## config.mk

```make
export PLATFORM = sky130hd
export DESIGN_NAME = vis_marker_multi
export DESIGN_NICKNAME = d
export VERILOG_FILES = /design/src/rtl/vis_marker_pkg.sv /design/src/rtl/vis_marker_hit.sv /design/src/rtl/vis_marker_multi.sv
export SDC_FILE = /design/constraint.sdc
export NUM_CORES = 1
export LEC_CHECK = 0
export ABC_AREA = 1
export CAP_MARGIN = 10
export CORE_UTILIZATION = 40
export DETAILED_ROUTE_END_ITERATION = 10
export PLACE_DENSITY_LB_ADDON = 0.2
export SLEW_MARGIN = 20
export SYNTH_ARGS = -nofsm -noshare
export SYNTH_HDL_FRONTEND = slang
export SYNTH_SLANG_ARGS = --single-unit
```

## constraint.sdc

```tcl
create_clock -name clk -period 9.6 [get_ports clk]
set_input_delay 1.92 -clock clk [delete_from_list [all_inputs] [get_ports clk]]
set_output_delay 1.92 -clock clk [all_outputs]
set_load 0.03 [all_outputs]
```

## src/rtl/vis_marker_pkg.sv

```systemverilog
// Shared types and constants for the multi-channel marker overlay.
//   mode_e      : per-channel marker shape code
//   PIX_W       : RGB pixel width
//   DEF_COLORS  : default palette, channel 0 in the LSBs
package vis_marker_pkg;

  localparam int PIX_W = 24;

  typedef enum logic [1:0] {
    MODE_OFF   = 2'b00,
    MODE_CROSS = 2'b01,
    MODE_BOX   = 2'b10,
    MODE_FILL  = 2'b11
  } mode_e;

  localparam logic [PIX_W-1:0] COL_RED = 24'hFF0000;
  localparam logic [PIX_W-1:0] COL_GRN = 24'h00FF00;
  localparam logic [PIX_W-1:0] COL_BLU = 24'h0000FF;
  localparam logic [PIX_W-1:0] COL_YEL = 24'hFFFF00;

  localparam logic [4*PIX_W-1:0] DEF_COLORS = {COL_YEL, COL_BLU, COL_GRN, COL_RED};

endpackage

```

## src/rtl/vis_marker_hit.sv

```systemverilog
// One marker channel: distance from the channel centre and shape test,
// registered once (pipeline stage S2).
//   clk, rst : pixel clock, async active-high reset
//   x, y     : S1 pixel coordinate
//   xc, yc   : frame-latched centre of this channel
//   mode     : frame-latched shape
//   qual     : S1 de gated with frame lock
//   hit      : registered hit flag
module vis_marker_hit
  import vis_marker_pkg::*;
#(
  parameter int IMG_W    = 1280,
  parameter int IMG_H    = 720,
  parameter int COORD_W  = 11,
  parameter int HALF_LEN = 8,
  parameter int THICK    = 1
) (
  input  logic               clk,
  input  logic               rst,
  input  logic [COORD_W-1:0] x,
  input  logic [COORD_W-1:0] y,
  input  logic [COORD_W-1:0] xc,
  input  logic [COORD_W-1:0] yc,
  input  mode_e              mode,
  input  logic               qual,
  output logic               hit
);

  localparam int CW = COORD_W + 1;
  localparam logic [CW-1:0] HL   = CW'(HALF_LEN);
  localparam logic [CW-1:0] TK   = CW'(THICK);
  localparam logic [CW-1:0] EDGE = CW'(HALF_LEN - THICK);
  localparam logic [CW-1:0] XLIM = CW'(IMG_W);
  localparam logic [CW-1:0] YLIM = CW'(IMG_H);

  logic [CW-1:0] xe, ye, xce, yce, dx, dy;
  logic          in_rng, in_box, shape;

  assign xe  = {1'b0, x};
  assign ye  = {1'b0, y};
  assign xce = {1'b0, xc};
  assign yce = {1'b0, yc};

  // Absolute distance without modular wrap, so shapes clip at frame edges.
  assign dx = (xe >= xce) ? xe - xce : xce - xe;
  assign dy = (ye >= yce) ? ye - yce : yce - ye;

  // A centre outside the active area disables the channel for the frame.
  assign in_rng = (xce < XLIM) && (yce < YLIM);
  assign in_box = (dx <= HL) && (dy <= HL);

  always_comb begin
    shape = 1'b0;
    case (mode)
      MODE_CROSS: shape = ((dx <= TK) && (dy <= HL)) || ((dy <= TK) && (dx <= HL));
      MODE_BOX:   shape = in_box && ((dx >= EDGE) || (dy >= EDGE));
      MODE_FILL:  shape = in_box;
      default:    shape = 1'b0;
    endcase
  end

  always_ff @(posedge clk or posedge rst) begin
    if (rst) hit <= 1'b0;
    else     hit <= qual & in_rng & shape;
  end

endmodule

```

## src/rtl/vis_marker_multi.sv

```systemverilog
// Inline overlay of up to N_MARK markers on a 24-bit HDMI-timed stream.
// Fixed 3-cycle latency: S1 input/coordinate register, S2 per-channel hit,
// S3 priority colour mux. Marker positions and modes are latched on the
// vsync rising edge and hold for the whole frame.
//   clk, rst            : pixel clock, async active-high reset
//   de, hsync, vsync    : input timing
//   pixel_in            : {R,G,B}
//   x_center, y_center  : per-channel centre, channel 0 in LSBs
//   mode                : per-channel 2-bit shape code
//   de_out, hsync_out, vsync_out, pixel_out : delayed/overlaid stream
//   mark_hit            : per-channel hit flags aligned with pixel_out
module vis_marker_multi
  import vis_marker_pkg::*;
#(
  parameter int IMG_W    = 1280,
  parameter int IMG_H    = 720,
  parameter int N_MARK   = 4,
  parameter int COORD_W  = 11,
  parameter int HALF_LEN = 8,
  parameter int THICK    = 1,
  parameter logic [N_MARK*PIX_W-1:0] MARK_COLORS = DEF_COLORS
) (
  input  logic                      clk,
  input  logic                      rst,
  input  logic                      de,
  input  logic                      hsync,
  input  logic                      vsync,
  input  logic [PIX_W-1:0]          pixel_in,
  input  logic [N_MARK*COORD_W-1:0] x_center,
  input  logic [N_MARK*COORD_W-1:0] y_center,
  input  logic [N_MARK*2-1:0]       mode,
  output logic                      de_out,
  output logic                      hsync_out,
  output logic                      vsync_out,
  output logic [PIX_W-1:0]          pixel_out,
  output logic [N_MARK-1:0]         mark_hit
);

  localparam int STAGES = 3;
  localparam logic [COORD_W-1:0] Y_MAX = COORD_W'(IMG_H - 1);

  logic [STAGES:1]                  vld_pipe, hs_pipe, vs_pipe;
  logic [2:1][PIX_W-1:0]            pix_pipe;
  logic [COORD_W-1:0]               x_cnt, y_cnt, s1_x, s1_y;
  logic                             locked;
  logic [N_MARK-1:0][COORD_W-1:0]   xc_sh, yc_sh;
  logic [N_MARK-1:0][1:0]           mode_sh;
  logic [N_MARK-1:0][PIX_W-1:0]     colors;
  logic [N_MARK-1:0]                hit_s2;
  logic [PIX_W-1:0]                 pix_mux;
  logic                             de_fall, vs_rise, qual_s1;

  assign colors  = MARK_COLORS;
  // Stage-1 copies double as the previous-cycle value for edge detection.
  assign de_fall = vld_pipe[1] & ~de;
  assign vs_rise = vsync & ~vs_pipe[1];
  assign qual_s1 = vld_pipe[1] & locked;

  // Raster counters and per-frame shadows.
  always_ff @(posedge clk or posedge rst) begin
    if (rst) begin
      x_cnt   <= '0;
      y_cnt   <= '0;
      locked  <= 1'b0;
      xc_sh   <= '0;
      yc_sh   <= '0;
      mode_sh <= '0;
    end else if (vs_rise) begin
      x_cnt   <= '0;
      y_cnt   <= '0;
      locked  <= 1'b1;
      xc_sh   <= x_center;
      yc_sh   <= y_center;
      mode_sh <= mode;
    end else if (de) begin
      x_cnt <= x_cnt + 1'b1;
    end else if (de_fall) begin
      x_cnt <= '0;
      if (y_cnt != Y_MAX) y_cnt <= y_cnt + 1'b1;
    end
  end

  // Timing/data delay lines and S1 coordinate capture.
  always_ff @(posedge clk or posedge rst) begin
    if (rst) begin
      vld_pipe <= '0;
      hs_pipe  <= '0;
      vs_pipe  <= '0;
      pix_pipe <= '0;
      s1_x     <= '0;
      s1_y     <= '0;
    end else begin
      vld_pipe    <= {vld_pipe[STAGES-1:1], de};
      hs_pipe     <= {hs_pipe[STAGES-1:1], hsync};
      vs_pipe     <= {vs_pipe[STAGES-1:1], vsync};
      pix_pipe[1] <= pixel_in;
      pix_pipe[2] <= pix_pipe[1];
      s1_x        <= x_cnt;
      s1_y        <= y_cnt;
    end
  end

  for (genvar gi = 0; gi < N_MARK; gi++) begin : g_ch
    vis_marker_hit #(
      .IMG_W    (IMG_W),
      .IMG_H    (IMG_H),
      .COORD_W  (COORD_W),
      .HALF_LEN (HALF_LEN),
      .THICK    (THICK)
    ) u_hit (
      .clk  (clk),
      .rst  (rst),
      .x    (s1_x),
      .y    (s1_y),
      .xc   (xc_sh[gi]),
      .yc   (yc_sh[gi]),
      .mode (mode_e'(mode_sh[gi])),
      .qual (qual_s1),
      .hit  (hit_s2[gi])
    );
  end

  // Walk from the highest channel down so the lowest hitting index wins.
  always_comb begin
    pix_mux = pix_pipe[2];
    for (int i = N_MARK - 1; i >= 0; i--)
      if (hit_s2[i]) pix_mux = colors[i];
  end

  always_ff @(posedge clk or posedge rst) begin
    if (rst) begin
      pixel_out <= '0;
      mark_hit  <= '0;
    end else begin
      pixel_out <= pix_mux;
      mark_hit  <= hit_s2;
    end
  end

  assign de_out    = vld_pipe[STAGES];
  assign hsync_out = hs_pipe[STAGES];
  assign vsync_out = vs_pipe[STAGES];

endmodule

```

After elaboration in Yosys (flattened, before gate mapping)

Cells that the tools add are included.

Output and inout bits: 31
Bits of input ports: 125
Register bits after elaboration: 230
Logic and storage cells: 168

Magnitude comparators: 40
Mux-type cells: 23
Bitwise operators: 13
Equal/unequal tests: 14
$add $sub $neg: 18
Reduce and logical (&&, ||, !) cells: 32

Operator list:

| operator                                                                        | count |
|---|---|
| 11-bit by 11-bit subtractor with 12-bit output                                  | 16 |
| 12-bit by 3-bit >= comparator with 1-bit output (second input constant)         | 8 |
| 12-bit by 1-bit <= comparator with 1-bit output (second input constant)         | 8 |
| 12-bit by 4-bit <= comparator with 1-bit output (second input constant)         | 8 |
| 12-bit 2-to-1 mux                                                               | 8 |
| 24-bit 2-to-1 mux                                                               | 4 |
| 11-bit >= comparator                                                            | 8 |
| 11-bit 2-to-1 mux                                                               | 7 |
| 11-bit by 10-bit less-than comparator with 1-bit output (second input constant) | 4 |
| 11-bit less-than comparator (second input constant)                             | 4 |
| 11-bit by 1-bit adder with 11-bit output (second input constant)                | 2 |
| 1-bit logical AND                                                               | 20 |
| 2-bit equality test (second input constant)                                     | 8 |
| 1-bit case mux with 3 select lines                                              | 4 |
| 1-bit AND                                                                       | 11 |
| 11-bit by 10-bit inequality test with 1-bit output (second input constant)      | 1 |
| 2-bit by 1-bit equality test with 1-bit output (second input constant)          | 4 |
| 1-bit logical OR                                                                | 8 |
| 2-bit nonzero test                                                              | 2 |
| 3-bit AND reduction                                                             | 1 |
| 3-bit nonzero test                                                              | 1 |
| 2-bit by 1-bit inequality test with 1-bit output (second input constant)        | 1 |
| 1-bit NOT                                                                       | 2 |

Logic depth before layout (Yosys ltp)

Gate-level depths: netlist of run 1.

Depth after elaboration: 7
Gate-level depth with buffers: 20
Depth with buffers taken out: 20

Modules after synthesis

Synthesis of run 1 repeated with hierarchy kept, for this count alone.

Cells, all modules: 3,120
Area total of the unflattened synthesis: 20,031.7 um^2

By module, submodules not included:

| module                              | cells each | sequential area each (um^2) | instances | area an instance (um^2) |
|---|---|---|---|---|
| vis_marker_multi                    | 761        | 5,655.4                     | 1         | 7,932.6 |
| vis_marker_hit at g_ch[1].u_hit ... | 586        | 25.0                        | 2         | 2,996.6 |
| vis_marker_hit at g_ch[2].u_hit     | 593        | 25.0                        | 1         | 3,076.7 |
| vis_marker_hit at g_ch[0].u_hit     | 594        | 25.0                        | 1         | 3,029.2 |

Least setup slack after synthesis of run 1

Ideal clock, no wire load.

Kind: input port to flip-flop
Start: in vsync
End: reg yc_sh[6] (netlist bit)
Library setup time: 0.133 ns
Cell stages on the path: 5
Required time: 9.467 ns
Slack: 6.527 ns
Data arrival time: 2.940 ns
Buffers on the path: 2
Cells stage by stage: inv_1 nor2_1 clkbuf_1 buf_1 o21ai_0

Cells in the longest elaborated chain, start to end: 1

RTL lines:

| element              | line                   | source |
|---|---|---|
| start, declared      | vis_marker_multi.sv:27 | `input logic vsync,` |
| 1-bit AND            | vis_marker_multi.sv:56 | `assign vs_rise = vsync & ~vs_pipe[1];` |
| end signal, assigned | vis_marker_multi.sv:73 | `yc_sh <= y_center;` |
| end, declared        | vis_marker_multi.sv:46 | `logic [N_MARK-1:0][COORD_W-1:0] xc_sh, yc_sh;` |

Every way passes these cells.
A chain may end at the register's enable or synchronous reset.

Worst setup path in the final report of run 1

Start: in vsync
End: reg x_cnt[7]

Cells in the longest elaborated chain, start to end: 2
Elaborated cells on any way between the ends: 3
Classes of those cells: mux: 1; bitwise: 1; reduce/logical: 1

RTL lines:

| element                                                           | line                   | source |
|---|---|---|
| 1-bit AND *                                                       | vis_marker_multi.sv:56 |  |
| 3-bit nonzero test (no line) or 11-bit 2-to-1 mux (tied branches) | --                     |  |
| end signal, assigned                                              | vis_marker_multi.sv:76 | `x_cnt <= x_cnt + 1'b1;` |
| end, declared                                                     | vis_marker_multi.sv:44 | `logic [COORD_W-1:0] x_cnt, y_cnt, s1_x, s1_y;` |

Every way passes the cells marked *; elsewhere a longest branch is shown, timed or not.

==> metrics, run 1 <==
status finished clean; final count of pins violating max slew 0; GR Overflow Total 0; nets@finish 3257; Post-DRT Antenna Nets 0; Max Clock Freq 227 MHz; port bufs 155; CTS clk-pin slew, worst paths 70 ps; pwr dens 169 nW/µm²; crit share post-route 46.0%; worst min path class reg2reg; initial antenna violation count 3; Vias 17900; I/O pin total 156; post-cts hold buffer count 0; Critical Path End Type flop; clk root buf clkbuf_16; Post-Synthesis Cells 2797; Clock Tree Buf Depth 3; all-layer global routing usage 25.4%; unrepaired setup endpoints after global routing no; drc violations 0; post-route cell area 21700 µm²; Initial Util 40.9%; Mapped Area 18700 µm²; layout cell share with drive strength beyond 1 5.10%; post-synthesis sequential area ratio 30.8%; post-synth net total 3116; FP Rows 78; cell accounting for the most synthesized area dfrtp_1; clk sink count 230; chip height 218 µm; H-tree levels 1; post-route minimum period 4410 ps; Slew @ Worst Pin 910 ps; Synth top area share 30.8%; CP required 10030 ps; Crit. Startpoint vsync; first-pass GRT wire length 94.0 mm; TritonCTS clock tree built; CTS resizes 0; FF-to-FF Start s1_y[1]$_DFF_PP0_; Die ar. 47500 µm²; Yosys reg bits 230; critical path class in2reg; Worst Skew 23.4 ps; CTS Buf Count 29; routability cong. 0.965; Setup Fix Bufs, Post-CTS 0; Worst Path Max Fanout 96; Vias per Instance 5.04; Yosys cell types 46; Pleak 11.6 nW; Area Growth Syn to Fin 16.2%; WP buf/inv 5; placed cell area 20800 µm²; Peak supply drop 138 µV; critical path's slowest cell buf_4; DR pass1 iterations 5; CP cell instances clkdlybuf4s50_1 > inv_1 > nor2_4 > buf_4 > buf_4 > nor2_1 > inv_1 > o32ai_1; delay of the slowest critical-path stage 820 ps; Final setup viols 0; Warnings, synthesis 0; largest net degree at the start of global routing 119; syn_area_per_cell 6.67 µm²; maxcap violations 0; final-report hold violation count 0; DP HPWL 47.8 mm; Startpoint Class input pin; initial drt markers 1595; Slew Limit Headroom 39.3%; family with the most delay on the worst path buffers and inverters; clock latency on the worst-skew pair 580 ps; vias in the first global route 17200; Placeable Area 45700 µm²; drt total wl 60.1 mm; crit path DAT 4840 ps; Worst Min Path Start pix_pipe[4]$_DFF_PP0_; DR WL/cell 16.9 µm; final setup TNS 0 ps; Die Wd 218 µm; Synth area leaders dfrtp_1, nand2_1, ha_1
## state kept, by name (all words and copies together) (netlist names), 11 cells and up
signal     flops
s1_y          11
xc_sh         44
s1_x          11
yc_sh         44
x_cnt         11
pix_pipe      48
y_cnt         11
pixel_out     24
## power breakdown
part | switching [mW] | internal [mW] | total (mW)
Sequential | 0.0770 | 1.05 | 1.12
Clock | 0.455 | 0.584 | 1.04
Combinational | 0.990 | 0.510 | 1.50
Total | 1.52 | 2.14 | 3.66
## layer usage
layer | vias to the layer above | part of all wire, % | routed length, µm | GRT usage [%]
li1 | 9038 | - | - | -
met1 | 8248 | 46 | 27800 | 35.3
met2 | 545 | 44 | 26600 | 40.5
met3 | 105 | 5.8 | 3460 | 3.24
met4 | 4 | 3.6 | 2170 | 8.37
met5 | - | 0.13 | 77 | 1.46
## stage by stage
step / hold slack, ps / instances / power [mW] / setup WS [ps] / utilization, %
CTS: 349 / 3560 / 3.67 / 5230 / 47.4
finish: 341 / 3562 / 3.66 / 5190 / 47.5
detailed placement: 336 / 3507 / 2.62 / 4640 / 45.5
floorplan: 331 / 2797 / 2.17 / 1380 / -
global placement: 332 / 3507 / 2.61 / 4760 / 45.5
global route: 352 / 3560 / 3.93 / 4910 / 47.4
## worst register-to-register path: cells and delay by family, from the launching register on
family | cells | cell delay [ps]
adders and majority gates | 1 | 480
AOI/OAI and AO/OA | 2 | 820
buffers and inverters | 1 | 570
DFF | 1 | 890
and+or+nand+nor | 7 | 820
## cells in the final DEF (no fill, tap or decap), types with 4 or more instances in the layout
cell type        instances
clkbuf_16               29
a31oi_1                  9
inv_6                    4
nand3b_1                 4
or2_2                   10
o21a_1                   6
clkbuf_1                 6
nand2_4                  6
nand2_1                968
dfrtp_1                230
clkinv_1                 5
buf_4                    5
clkdlybuf4s50_1        155
clkinv_2                 7
xor2_1                  27
o211ai_1                 4
nor2_1                 208
nand3_4                  5
nand2_2                 27
inv_1                  409
nand3_1                218
nor3_1                   7
fa_1                    16
o21ai_1                 13
nor2_2                  11
xnor2_1                  7
o31ai_1                  4
o22ai_1                  5
nand4_1                 31
inv_2                   25
a21oi_1                135
nor2_4                   8
o21ai_0                136
o21bai_1                10
a21o_1                   6
ha_1                   178
## synthesized netlist by cell type (all sizes together)
cell	number
a21oi	138
clkinv	6
buf	27
o21ai	149
nor3	7
fa	16
inv	436
a21o	6
o32ai	2
nor3b	1
nand4	31
a31oi	9
dfrtp	230
xnor2	7
clkbuf	23
nand3b	4
nor2	227
xor2	27
ha	178
a21boi	2
o21bai	10
and2	3
or2	13
o211ai	4
o31ai	4
nand2	1001
o21a	6
nor4	1
o22ai	5
nand3	224
## layout make-up
class	instances	area, µm²
Antenna cell	2	5.00
Clock buffer	38	790
Clock inverter	15	108
Fill cell	4785	24000
Inverter	442	1670
Multi-Input combinational cell	2075	11000
Sequential cell	230	5760
Tap cell	600	751
Timing Repair Buffer	160	1590
## cells by family after synthesis
group	Yosys count	share of synthesized area, %
simple gates	1512	34.1
buf+inv	492	10.2
xor+xnor	34	1.60
fa+ha+maj	194	13.6
flops	230	30.8
compound gates	335	9.61
## final timing paths
check                      slack, ps  cells after the start                          end
min in group asynchronous       1890                      2         hs_pipe[1]$_DFF_PP0_
max in group asynchronous       6360                      3           locked$_DFFE_PP0P_
min                              340                      0       pix_pipe[28]$_DFF_PP0_
min reg2reg                      340                      0       pix_pipe[28]$_DFF_PP0_
max                             5190                      8         x_cnt[7]$_DFFE_PP0P_
max reg2reg                     5950                     11  g_ch[1].u_hit.hit$_DFF_PP0_
Power figures use the tool's default switching activity.
==> run 2: changes to the inputs <==
- clock period: 9.6 -> 3.55 ns (I/O delays scaled with it)
==> run 2 against run 1 <==
Against the previous run: global-route usage up 0.77 points; non-clock buffer count up 24; utilization up 0.83 points; largest power group unchanged; setup slack worse by 4600 ps; largest cell class unchanged; sequential cell count unchanged; register-to-register slack worse by 5300 ps; sequential share of layout area down 0.46 points; first-iteration DRC count down 19%.
==> metrics, run 2 (same netlist as run 1, synthesis figures left out) <==
commonest non-fill, non-tap cell in the layout nand2_1; number of fillers in the final layout 4685 (-2.1%); Post-DRT Antenna Nets 0 (unchanged); H-tree levels 1 (unchanged); clock latency on the worst-skew pair 570 ps (about the same); Initial Util 40.9% (unchanged); Placeable Area 45700 µm² (unchanged); I/O pin total 156 (unchanged); met2 WL post-DR 27.0 mm (+1.6%); Final setup viols 0 (unchanged); final-report hold violation count 0 (unchanged); Gate power share 40.4% (-0.5 points); Seq pwr share 29.1% (-1.6 points); FF+latch area 5760 µm² (unchanged); Max Clock Freq 341 MHz; Slew Limit Headroom 56.9% (+18 points); WHS 339 ps (-1.97 ps); largest net degree at the start of global routing 121 (+1.7%); crit path DAT 3430 ps (-1410 ps); met3 routed WL 3.19 mm (-7.9%); setup ws final 613 ps (-4570 ps); routability cong. 0.960 (-0.54%); Vias 18000 (+0.61%); max reg flops 48 (unchanged); DP HPWL 50.0 mm (+4.6%); clock power share 30.5% (+2.1 points); critical path class reg2reg; drc violations 0 (unchanged); Peak supply drop 479 µV (+250%); Sw Pwr 4.16 mW (+170%); # diodes 0 (-2); layout cell share with drive strength beyond 1 5.97% (+0.87 points); Vias per Instance 5.04 (about the same); crit share post-route 82.7%; Startpoint Class flop; initial antenna violation count 0 (-3); cell internal pwr 6.14 mW (+190%); Worst Path Max Fanout 10 (-90%); post-route minimum period 2940 ps; initial drt markers 1296 (-19%); CP required 4040 ps (-5990 ps); placed insts 3531 (+0.68%); worst min path class reg2reg; CTS resizes 0 (unchanged); unrepaired setup endpoints after global routing no; Top reg by flops pix_pipe; all-layer global routing usage 26.2% (+0.77 points); Slew @ Worst Pin 646 ps (-263 ps); CTS clk-pin slew, worst paths 70 ps (about the same); GR Overflow Total 0 (unchanged); final count of pins violating max slew 0 (unchanged); vias in the first global route 17400 (+1.4%); Die Wd 218 µm (unchanged); sw frac 40.4% (-1.2 points); post-layout util 48.3% (+0.83 points); top flop regs pix_pipe (48), xc_sh (44), yc_sh (44); status finished clean; Setup Fix Bufs, Post-CTS 0 (unchanged); chip height 218 µm (unchanged); clk sink count 230 (unchanged); TritonCTS clock tree built; most frequent cells in the layout nand2_1, inv_1, dfrtp_1, nand3_1, nor2_1; Critical Path End Type flop; non-filler cells, final 3582 (+0.56%); FP Rows 78 (unchanged); CTS Buf Count 29 (unchanged); post-cts hold buffer count 0 (unchanged); nets@finish 3281 (+0.74%); DR top layer met4; clk root buf clkbuf_16; wl on met1 29.6 mm (+6.7%); DR WL/cell 17.3 µm (+2.2%); pre-CTS WS 729 ps (-3910 ps); DR pass1 iterations 6 (+1); Worst Skew 10.1 ps (-13.3 ps); Pleak 11.8 nW (+1.8%); drt total wl 61.8 mm (+2.8%); reg-to-reg slack, setup 610 ps (-5340 ps); pwr dens 467 nW/µm² (+180%); maxcap violations 0 (unchanged); Multi-input gate area 11000 µm² (unchanged); Area Growth Syn to Fin 18.2%; Die ar. 47500 µm² (unchanged); Clock Tree Buf Depth 3 (unchanged); first-pass GRT wire length 96.7 mm (+2.9%); port bufs 155 (unchanged)
## run 2: worst paths after layout
kind,cells after the start,end,startpoint
max in group asynchronous,4,vs_pipe[3]$_DFF_PP0_,rst
min,0,pix_pipe[31]$_DFF_PP0_,pix_pipe[7]$_DFF_PP0_
max,16,g_ch[0].u_hit.hit$_DFF_PP0_,s1_y[2]$_DFF_PP0_
max reg2reg,16,g_ch[0].u_hit.hit$_DFF_PP0_,s1_y[2]$_DFF_PP0_
min reg2reg,0,pix_pipe[31]$_DFF_PP0_,pix_pipe[7]$_DFF_PP0_
min in group asynchronous,2,pix_pipe[19]$_DFF_PP0_,rst
## run 2: final cells by class
cell class,count,share of cell area [%]
multi-input cells,2075,49.9
repair buffers,184,8.47
flip-flops and latches,230,26.1
clock inverters,16,0.942
inverters,442,7.56
well taps,600,3.40
clock buffers,35,3.62
## run 2: worst max-delay path, stage by stage, from the launching register on
cell and delay [ps]:
dfrtp_1 380, buf_4 180, ha_1 510, nand2_1 130, o21ai_0 520, nand2_1 140, nand2_1 150, nand2_1 60
nand2_1 60, nand3_1 120, nand2_1 80, nand2_1 90, nor2_1 100, nand3_1 70, nor2_1 100, nand3_1 70
nor2_1 100
## run 2: layer usage
layer	global-route usage [%]	up-vias
met5	0	-
met4	7.90	0
met3	2.89	93
met2	41.1	564
met1	37.6	8310
li1	-	9082
## run 2: per-stage QoR
step | setup TNS, ps | area (µm²) | power (mW)
floorplan | -38630 | 18700 | 5.86
global placement | 0 | 21100 | 7.14
detailed placement | 0 | 21100 | 7.12
CTS | 0 | 22100 | 10.3
global route | 0 | 22100 | 11.0
finish | 0 | 22100 | 10.3
## run 2: power groups by stage
stage                     Combinational, mW  Clock, mW  Sequential, mW
after floorplan                        2.83          0            3.04
after CTS                              4.11       3.21            2.99
after global routing                   4.68       3.31            3.02
after global placement                 4.10          0            3.03
after detailed placement               4.08          0            3.04
final                                  4.16       3.14            2.99
